`src/rtl/ascon_pkg.sv`:
```
// rtl/ascon_pkg.sv - shared ASCON constants, state type and round-constant function
package ascon_pkg;

    localparam int ASCON_PA_ROUNDS = 12;

    typedef enum logic {
        IDLE = 1'b0,
        RUN  = 1'b1
    } state_t;

    // Round constant for round index i: upper nibble is the complement of the lower.
    function automatic logic [7:0] ascon_rc(input logic [3:0] i);
        return {~i, i};
    endfunction

endpackage

```
`src/rtl/ascon_rc_lane.sv`:
```
// rtl/ascon_rc_lane.sv - one unrolled lane: constant for round idx+K, blanked when idle
module ascon_rc_lane
    import ascon_pkg::*;
#(
    parameter int K = 0
) (
    input  logic [3:0] idx,
    input  logic       busy,
    output logic [7:0] rc
);

    localparam logic [3:0] OFF = 4'(K);

    logic [3:0] lane_idx;

    // Legal parameters keep idx+K within 0..11 whenever busy is high, so no wrap.
    assign lane_idx = idx + OFF;

    // Zero the constant outside RUN so nothing round-dependent leaks while idle.
    always_comb begin
        rc = busy ? ascon_rc(lane_idx) : 8'h00;
    end

endmodule

```
`src/rtl/ascon_round_constant_ctrl.sv`:
```
// rtl/ascon_round_constant_ctrl.sv - round sequencer and unrolled round-constant generator
module ascon_round_constant_ctrl
    import ascon_pkg::*;
#(
    parameter int UNROLL    = 2,
    parameter int PB_ROUNDS = 6
) (
    input  logic                clk,
    input  logic                rst,
    input  logic                start,
    input  logic                sel_pb,
    input  logic                hold,
    output logic [8*UNROLL-1:0] constt,
    output logic [3:0]          round_idx,
    output logic                busy,
    output logic                last,
    output logic                done
);

    // Reject illegal parameter combinations at elaboration.
    if (!(UNROLL == 1 || UNROLL == 2 || UNROLL == 3 || UNROLL == 4 || UNROLL == 6) ||
        !(PB_ROUNDS == 6 || PB_ROUNDS == 8) ||
        (ASCON_PA_ROUNDS % UNROLL) != 0 || (PB_ROUNDS % UNROLL) != 0) begin : g_bad_param
        $error("ascon_round_constant_ctrl: illegal UNROLL/PB_ROUNDS combination");
    end

    localparam logic [3:0] PA_START = 4'd0;
    localparam logic [3:0] PB_START = 4'(ASCON_PA_ROUNDS - PB_ROUNDS);
    localparam logic [3:0] STEP     = 4'(UNROLL);
    localparam logic [3:0] LAST_IDX = 4'(ASCON_PA_ROUNDS - UNROLL);

    state_t     state_q;
    state_t     state_d;
    logic [3:0] idx_q;
    logic       done_q;
    logic       at_last;

    // The final group is the one whose lanes end exactly at round 11.
    assign at_last = (idx_q == LAST_IDX);

    // State register.
    always_ff @(posedge clk or posedge rst) begin
        if (rst) begin
            state_q <= IDLE;
        end else begin
            state_q <= state_d;
        end
    end

    // Next state: start leaves IDLE, consuming the final group without hold returns.
    always_comb begin
        state_d = state_q;
        case (state_q)
            IDLE:    if (start) state_d = RUN;
            RUN:     if (!hold && at_last) state_d = IDLE;
            default: state_d = IDLE;
        endcase
    end

    // Round index and done pulse; sel_pb only matters on the accepting cycle.
    always_ff @(posedge clk or posedge rst) begin
        if (rst) begin
            idx_q  <= 4'd0;
            done_q <= 1'b0;
        end else begin
            done_q <= 1'b0;
            if (state_q == IDLE) begin
                if (start) begin
                    idx_q <= sel_pb ? PB_START : PA_START;
                end
            end else if (!hold) begin
                if (at_last) begin
                    idx_q  <= 4'd0;
                    done_q <= 1'b1;
                end else begin
                    idx_q <= idx_q + STEP;
                end
            end
        end
    end

    // Status outputs decoded from the current state.
    always_comb begin
        busy = (state_q == RUN);
        last = (state_q == RUN) && at_last;
    end

    assign round_idx = idx_q;
    assign done      = done_q;

    for (genvar k = 0; k < UNROLL; k++) begin : g_lane
        ascon_rc_lane #(.K(k)) u_lane (
            .idx  (idx_q),
            .busy (busy),
            .rc   (constt[8*k +: 8])
        );
    end

endmodule

```
`config.mk`:
```
export PLATFORM = sky130hd
export DESIGN_NAME = ascon_round_constant_ctrl
export DESIGN_NICKNAME = d
export VERILOG_FILES = /design/src/rtl/ascon_pkg.sv /design/src/rtl/ascon_rc_lane.sv /design/src/rtl/ascon_round_constant_ctrl.sv
export SDC_FILE = /design/constraint.sdc
export NUM_CORES = 1
export LEC_CHECK = 0
export ABC_AREA = 1
export BUFFER_PORTS_ARGS = -buffer_cell sky130_fd_sc_hd__buf_2
export CAP_MARGIN = 10
export CORE_AREA = 2 2 39 41
export DETAILED_ROUTE_END_ITERATION = 10
export DIE_AREA = 0 0 41 43
export HOLD_SLACK_MARGIN = 0.15
export RECOVER_POWER = 25
export SETUP_SLACK_MARGIN = 0.02
export SLEW_MARGIN = 15
export SYNTH_ARGS = -nofsm -noshare
export SYNTH_HDL_FRONTEND = slang
export SYNTH_SLANG_ARGS = --single-unit
```
`constraint.sdc`:
```
create_clock -name clk -period 1.7 [get_ports clk]
set_input_delay 0.085 -clock clk [delete_from_list [all_inputs] [get_ports clk]]
set_output_delay 0.085 -clock clk [all_outputs]
set_load 0.02 [all_outputs]
```
Yosys cells after proc, flatten, opt, wreduce, memory -nomap -nowiden --
Cells that the tools add are included.
Word-level totals: input bits 5, word-level logic and storage cells 28, output and inout bits 23, register bits after elaboration 6
Cells by class: mux-type cells 13, bitwise operators 3, reduce and logical (&&, ||, !) cells 5, equal/unequal tests 2, add/sub/neg operators 2
Operators by type and width (number):
- $mux 4 | 4
- $mux 8 | 2
- $not 4->4 | 2
- $mux 1 | 5
- $add 4x1->4 const B | 1
- $add 4x2->4 const B | 1
- $eq 4x4->1 const B | 1
- $mux 3 | 1
- $logic_and 1x1->1 | 2
- $ne 2x2->1 const B | 1
- $pmux 1 s2 | 1
- $reduce_and 2->1 | 1
- $reduce_bool 2->1 | 1
- $logic_not 1->1 | 1
- $not 1->1 | 1

Logic depth before layout (Yosys ltp) --
Gate-level depths: netlist (run 1).
depth in word-level cells 4, depth in mapped cells 6, mapped depth without buffers 6

Hierarchy --
From an unflattened synthesis (run 1), not the netlist that was laid out.
Unflattened totals: cells, all modules 72, area, all modules 424.2 µm²
Modules (own cells, without submodules):
- ascon_round_constant_ctrl | seq. area each 125.1 µm², cells each 38, area an instance 274.0 µm², times used 1
- ascon_rc_lane at g_lane[1].u_lane | seq. area each 0.0 µm², cells each 21, area an instance 101.3 µm², times used 1
- ascon_rc_lane at g_lane[0].u_lane | seq. area each 0.0 µm², cells each 13, area an instance 48.8 µm², times used 1

Worst setup path after synthesis (run 1) --
OpenSTA, ideal clock, no wires.
kind reg2out, start point reg state_q (netlist: busy), end point out constt[15], stages on the path, launching flop included 5, setup slack 405 ps, required time 1615 ps, arrival time 1210 ps, cell sequence dfrtp_1 buf_6 inv_8 nor2_1 buf_4
Between the ends: cells in the longest elaborated chain, start to end 1
Ends and longest elaborated chain:
- from (decl) | line ascon_round_constant_ctrl.sv:32 | state_t state_q;
- from (signal assigned) | line ascon_round_constant_ctrl.sv:46 | state_q <= state_d;
- $mux 8 | line ascon_rc_lane.sv:21 | rc = busy ? ascon_rc(lane_idx) : 8'h00;
- to (decl) | line ascon_round_constant_ctrl.sv:13 | output logic [8*UNROLL-1:0] constt,
Every way passes these cells.

Final worst setup path (run 1) --
start point reg state_q (netlist: busy), end point out constt[7]
The elaborated chain is that of the path after synthesis.

==> results.yml, run 1 <==
sta:
  finalCritPeriodShare_pct: 77.6
  rsz0062_at_grt: "no"
  tns_ps: 0
  max_freq_mhz: 758
  slew_violations: 0
  finClkSkew_ps: 3.88
  finalCriticalPeriod_ps: 1320
  hold_viol: 0
  setup_viol: 0
synth:
  yosysMostFrequentCell: "inv_1"
  synth_seq_area_share_pct: 29.2
  synth_edf_count: 0
  yosysTopAreaCell: "dfrtp_1"
  synth_top_family_by_area: "simple AND/OR/NAND/NOR gates"
  netlist_top_cells_count: "inv_1 (13), nor2_1 (10), nand2_1 (8)"
  synth_xor_area_share_pct: 0
  synth_compound_area_share_pct: 4.08
  synth_area_leaders: "dfrtp_1 (29%), inv_1 (11%), buf_4 (8.7%), nor2_1 (8.7%), nand2_1 (7.0%)"
  synth_top_cell_area_share_pct: 29.2
  yosys_warnings: 0
  synth_simple_gate_area_share_pct: 36.7
  synth_mux_area_share_pct: 0
  ys_types: 17
  syn_area_per_cell_um2: 7.40
  ys_seq_elements: 5
  synthCells: 58
  synth_fa_ha_area_share_pct: 2.92
  synthFlopType: "dfrtp_1"
  syn-cell-area_um2: 429
  async_flop_share_pct: 100
critical_path:
  critical_path.top_delay_family: "flip-flops"
  cpPeakStageDelay_ps: 620
  worst-path-buf-inv: 2
  crit_chain: "inv_8, nor2_1, buf_2"
  cp.required_ps: 1620
  arrival_ps: 1230
  cp_max_fo: 10
  cp_slowest_cell: "dfrtp_1"
  crit_type: "reg2out"
  cp-end-kind: "output port"
  startpoint_type: "register"
pwr:
  power.total_w: 0.00129
  power_density_nw_per_um2: 2230
  peakVddDrop_mv: 0.564
  p_leak_nw: 0.358
placement:
  placed_area_um2: 524
  portBuffers: 24
  hpwl_um: 679
  gp_congestion: 0.677
  placed_cells: 93
clocking:
  hold_buffers: 3
  clock-sinks: 5
  clkTransAtPathRegs_ps: 40
  ctsLongestPathBuffers: 2
  ctsResizeCount: 0
  insertion_delay_ps: 240
  htreeDepth: 1
  cts_root_buffer: "clkbuf_4"
  cts_made_buffers: 3
  cts_tree: "yes"
  cts_setup_buffers: 0
route:
  avgViaCountPerCell: 3.93
  wl_per_cell_um: 7.67
  drc_errors: 0
  via_count: 393
  routed_wl_um: 767
  drtIter0Drc: 0
  firstDrtPassIters: 1
  antenna_left: 0
finish:
  finalNonFillerCells: 100
  final-seq-area_um2: 125
  nFillCells: 152
  num_antenna_cells: 0
  multiInputGateArea_um2: 199
  nets: 91
  drive_gt1_share_pct: 40.5
  area_delta_synth_final_pct: 34.7
  finalInstanceArea_um2: 578
global_route:
  grt_pass1_wl_um: 1310
  antenna_found_initial: 0
  grt_pass1_vias: 355
  grt_remaining_overflow: 0
  grt_max_degree: 11
  grtUsageTotal_pct: 10.8
die:
  dieArea_um2: 1760
  core_area_um2: 1380
  start_util_pct: 31.0
  die_h_um: 43
  ios: 28
  num_rows: 14
  die_w_um: 41
status:
  status: "finished clean"
flow_run:
  cap_viol_max_count: 0
hold_path:
  hp-class: "in2reg"
-- cell usage in the layout (no fill, tap or decap) --
| cell | Yosys | routed |
|---|---|---|
| clkbuf_4 | 0 | 3 |
| or2_1 | 1 | 1 |
| nor2_1 | 10 | 10 |
| nand3_1 | 3 | 3 |
| nand2_1 | 8 | 8 |
| nor2_4 | 2 | 2 |
| nand2_4 | 2 | 2 |
| dfrtp_1 | 5 | 5 |
| a21oi_2 | 2 | 2 |
| nand2_2 | 1 | 1 |
| nand3_4 | 1 | 1 |
| inv_8 | 1 | 1 |
| inv_1 | 13 | 13 |
| clkbuf_1 | 1 | 3 |
| conb_1 | 1 | 3 |
| dlygate4sd3_1 | 0 | 3 |
| ha_1 | 1 | 1 |
| buf_2 | 0 | 22 |
-- cell families (layout without fill, tap and decap cells) --
group                    count (synthesis)  count (layout)
AND/OR/NAND/NOR                         28              28
AO/OA/AOI/OAI                            2               2
adder cells (fa/ha/maj)                  1               1
other                                    1               3
buffers and inverters                   21              45
flip-flops                               5               5
-- report_power, final --
part | leakage [nW] | switching [W] | internal [W]
clock | 0.0150 | 0.0000445 | 0.0000885
combinational | 0.285 | 0.000581 | 0.000304
sequential | 0.0581 | 0.000105 | 0.000165
-- worst reg2reg max path: stages (launching register included) --
cell	delay (ps)
dfrtp_1	470
ha_1	330
nand2_1	50
inv_1	70
nand2_1	60
a21oi_2	130
-- sequential cells by signal, summed over array words and instances (netlist names) --
signal / count
busy: 1
done: 1
round_idx: 3
-- area by class of cell --
type / instances / share of cell area (%)
timing repair buffer: 27 / 25.5
inverter: 14 / 10.4
sequential: 5 / 21.6
multi-input combinational: 34 / 34.4
tap: 16 / 3.46
clock buffer: 4 / 4.55
-- layer usage --
metal  up-vias  global-route usage (%)  routed length, um
met5         -                       0                  0
met4         0                    6.00                  0
met3         0                    3.14                 56
met2        15                    18.1                404
met1       165                    11.1                306
li1        213                       -                  -
-- worst paths after layout --
path / from / end / slack, ps / cells after the start
max in group asynchronous: rst / busy / 1250 / 3
worst max-delay path: busy / constt[7] / 380 / 3
worst min-delay path: sel_pb / round_idx[1] / 260 / 5
worst min register to register: round_idx[2] / round_idx[2] / 650 / 2
min in group asynchronous: rst / round_idx[1] / 280 / 3
worst max register to register: round_idx[1] / round_idx[2] / 520 / 5
-- through the flow --
step | setup WS [ps] | hold WS (ps) | util (%)
final | 380 | 262 | 41.8
after global routing | 238 | 299 | 41.8
after CTS | 353 | 267 | 42.0
after detailed placement | 521 | -9.45 | 37.9
after global placement | 535 | -7.32 | 37.9
after floorplan | 405 | -136 | -
Power figures use the tool's default switching activity.
==> inputs of run 2 (changes only) <==
Settings changed: ABC_AREA 1 to 0.
Clock period 1.7 ns to 1.26 ns, I/O delays scaled along.
==> run 2 against run 1 <==
Compared with the run above:
- count of clock-buffer cells in the layout stayed put
- final area is 1.9% higher
- synthesized cell count is 17% lower
- sequential cell count stayed put
- sequential power is 21% higher
==> results.yml, run 2 <==
status:
  status: "finished clean"
critical_path:
  crit_type: "reg2reg"
  r2r-end: "round_idx[2]"
  reg2regPathDepth: 3
  r2r-start: "round_idx[1]"
  crit_start: "round_idx[1]"
  startpoint_type: "register"
  cp-end-kind: "register"
  rrSetupSlack_ps: 80
  cp.required_ps: 1390
  cp_max_fo: 5
  arrival_ps: 1310
route:
  wl_per_cell_um: 10.7
  via_count: 421
  firstDrtPassIters: 5
  antenna_left: 0
  routed_wl_um: 982
  drc_errors: 0
  avgViaCountPerCell: 4.58
  drtIter0Drc: 2
clocking:
  cts_root_buffer: "clkbuf_4"
  clkTransAtPathRegs_ps: 50
  htreeDepth: 1
  insertion_delay_ps: 240
  cts_tree: "yes"
  ctsLongestPathBuffers: 2
  clock-sinks: 5
  cts_made_buffers: 3
synth:
  synthFlopType: "dfrtp_1"
  syn_area_per_cell_um2: 8.34
  synth_area_leaders: "dfrtp_1 (31%), and2_1 (9.4%), buf_4 (9.4%), nor2b_1 (6.3%), nor2_1 (3.8%)"
  syn-cell-area_um2: 400
  async_flop_share_pct: 100
  synth_top_cell_area_share_pct: 31.3
  synthCells: 48
  yosys_warnings: 0
  yosysMostFrequentCell: "and2_1"
  ys_types: 24
  synth_seq_area_share_pct: 31.3
  ys_seq_elements: 5
  synth_edf_count: 0
  netlist_top_cells_count: "and2_1 (6), buf_4 (5), dfrtp_1 (5)"
  yosysTopAreaCell: "dfrtp_1"
global_route:
  grt_max_degree: 16
  grt_remaining_overflow: 0
  grtUsageTotal_pct: 12.9
  use_met2_pct: 21.3
  grt_pass1_wl_um: 1510
  top_usage_layer: "met2"
  antenna_found_initial: 0
  grt_pass1_vias: 367
  use_met3_pct: 4.71
  grt.met1_usage_pct: 12.7
die:
  start_util_pct: 28.9
  die_h_um: 43
  dieArea_um2: 1760
  ios: 28
  num_rows: 14
  core_area_um2: 1380
  die_w_um: 41
finish:
  multiInputGateArea_um2: 223
  num_antenna_cells: 0
  drive_gt1_share_pct: 44.7
  largest_reg_flops: 3
  final-seq-area_um2: 130
  layout_commonest_cell: "buf_2"
  nets: 83
  area_delta_synth_final_pct: 47.2
  final_cell_mix: "buf_2 (20), and2_1 (6)"
  nFillCells: 155
sta:
  finalCriticalPeriod_ps: 1180
  tns_ps: 0
  max_freq_mhz: 847
  setup_viol: 0
  rsz0062_at_grt: "yes"
  hold_viol: 0
  finClkSkew_ps: 4.51
  finalCritPeriodShare_pct: 93.7
  slew_violations: 0
pwr:
  power_density_nw_per_um2: 2960
  p_leak_nw: 0.319
  power.total_w: 0.00175
  peakVddDrop_mv: 0.783
hold_path:
  hp-class: "in2reg"
  hold_path_end: "round_idx[1]"
  min-delay-start: "sel_pb"
  whs_path_depth: 3
placement:
  hpwl_um: 732
  portBuffers: 24
  gp_congestion: 0.699
flow_run:
  cap_viol_max_count: 0
[run 2: changes by cell type after synthesis, sizes merged, moves of 4 or more]
cell / before / now
nand2: 11 / 3
nand3: 4 / 0
inv: 14 / 3
nor2: 12 / 4
and2: 0 / 6
nor2b: 0 / 5
[run 2: logic make-up (layout without fill, tap and decap cells)]
kind of cell	count (synthesis)	in the layout	synth area share, %
buffers and inverters	11	37	16.9
and+or+nand+nor	22	22	32.5
xor gates and xnor gates	1	1	2.19
adders and majority gates	1	1	3.12
AOI/OAI and AO/OA	7	7	13.1
DFF	5	5	31.3
other	1	3	0.937
[run 2: report_power, final]
| part | total (W) | switching [W] | internal (W) | leakage (nW) |
|---|---|---|---|---|
| Clock | 0.000190 | 0.0000700 | 0.000120 | 0.0150 |
| Sequential | 0.000327 | 0.0000948 | 0.000232 | 0.0550 |
| Combinational | 0.00123 | 0.000703 | 0.000526 | 0.249 |
[run 2: repair_timing]
action                                  4_1_cts  5_1_grt
gates resized for setup                       1        5
hold endpoints to repair                      8        0
endpoints found under the setup margin        1        5
hold buffers                                  3        0
setup buffers                                 0        1
[run 2: how the worst max path moves through the flow]
stage | endpoint | slack, ps
5_1_grt | last | 20
2_1_floorplan | round_idx[3] | 30
3_3_place_gp | round_idx[2] | 110
3_5_place_dp | round_idx[2] | 60
6_report | round_idx[2] | 80
4_1_cts | last | 30
[run 2: per-stage QoR]
step	hold WS [ps]	std cells	instance area (um^2)	setup slack [ps]	utilization (%)
2_1_floorplan	-159	50	410	32.3	-
3_3_place_gp	-23.9	84	509	114	36.8
3_5_place_dp	-20.9	84	509	60.1	36.8
4_1_cts	175	91	567	29.9	41.0
5_1_grt	198	92	589	18.6	42.6
6_report	179	92	589	79.4	42.6
[run 2: area by class of cell]
| cell class | instances | area share [%] |
|---|---|---|
| Clock buffer | 4 | 4.46 |
| Inverter | 3 | 1.91 |
| Multi-Input combinational cell | 34 | 37.8 |
| Sequential cell | 5 | 22.1 |
| Tap cell | 16 | 3.40 |
| Timing Repair Buffer | 30 | 30.4 |
[run 2: metal layers]
layer	wire (um)	up-vias	part of all wire, %
li1	-	204	-
met1	396	198	40
met2	504	17	51
met3	73	2	7.4
met4	8	0	0.81
met5	0	-	0
[run 2: worst max-delay path: stages (launching register included)]
cell	delay [ps]
dfrtp_2	430
ha_1	310
o211a_1	120
o22a_1	200
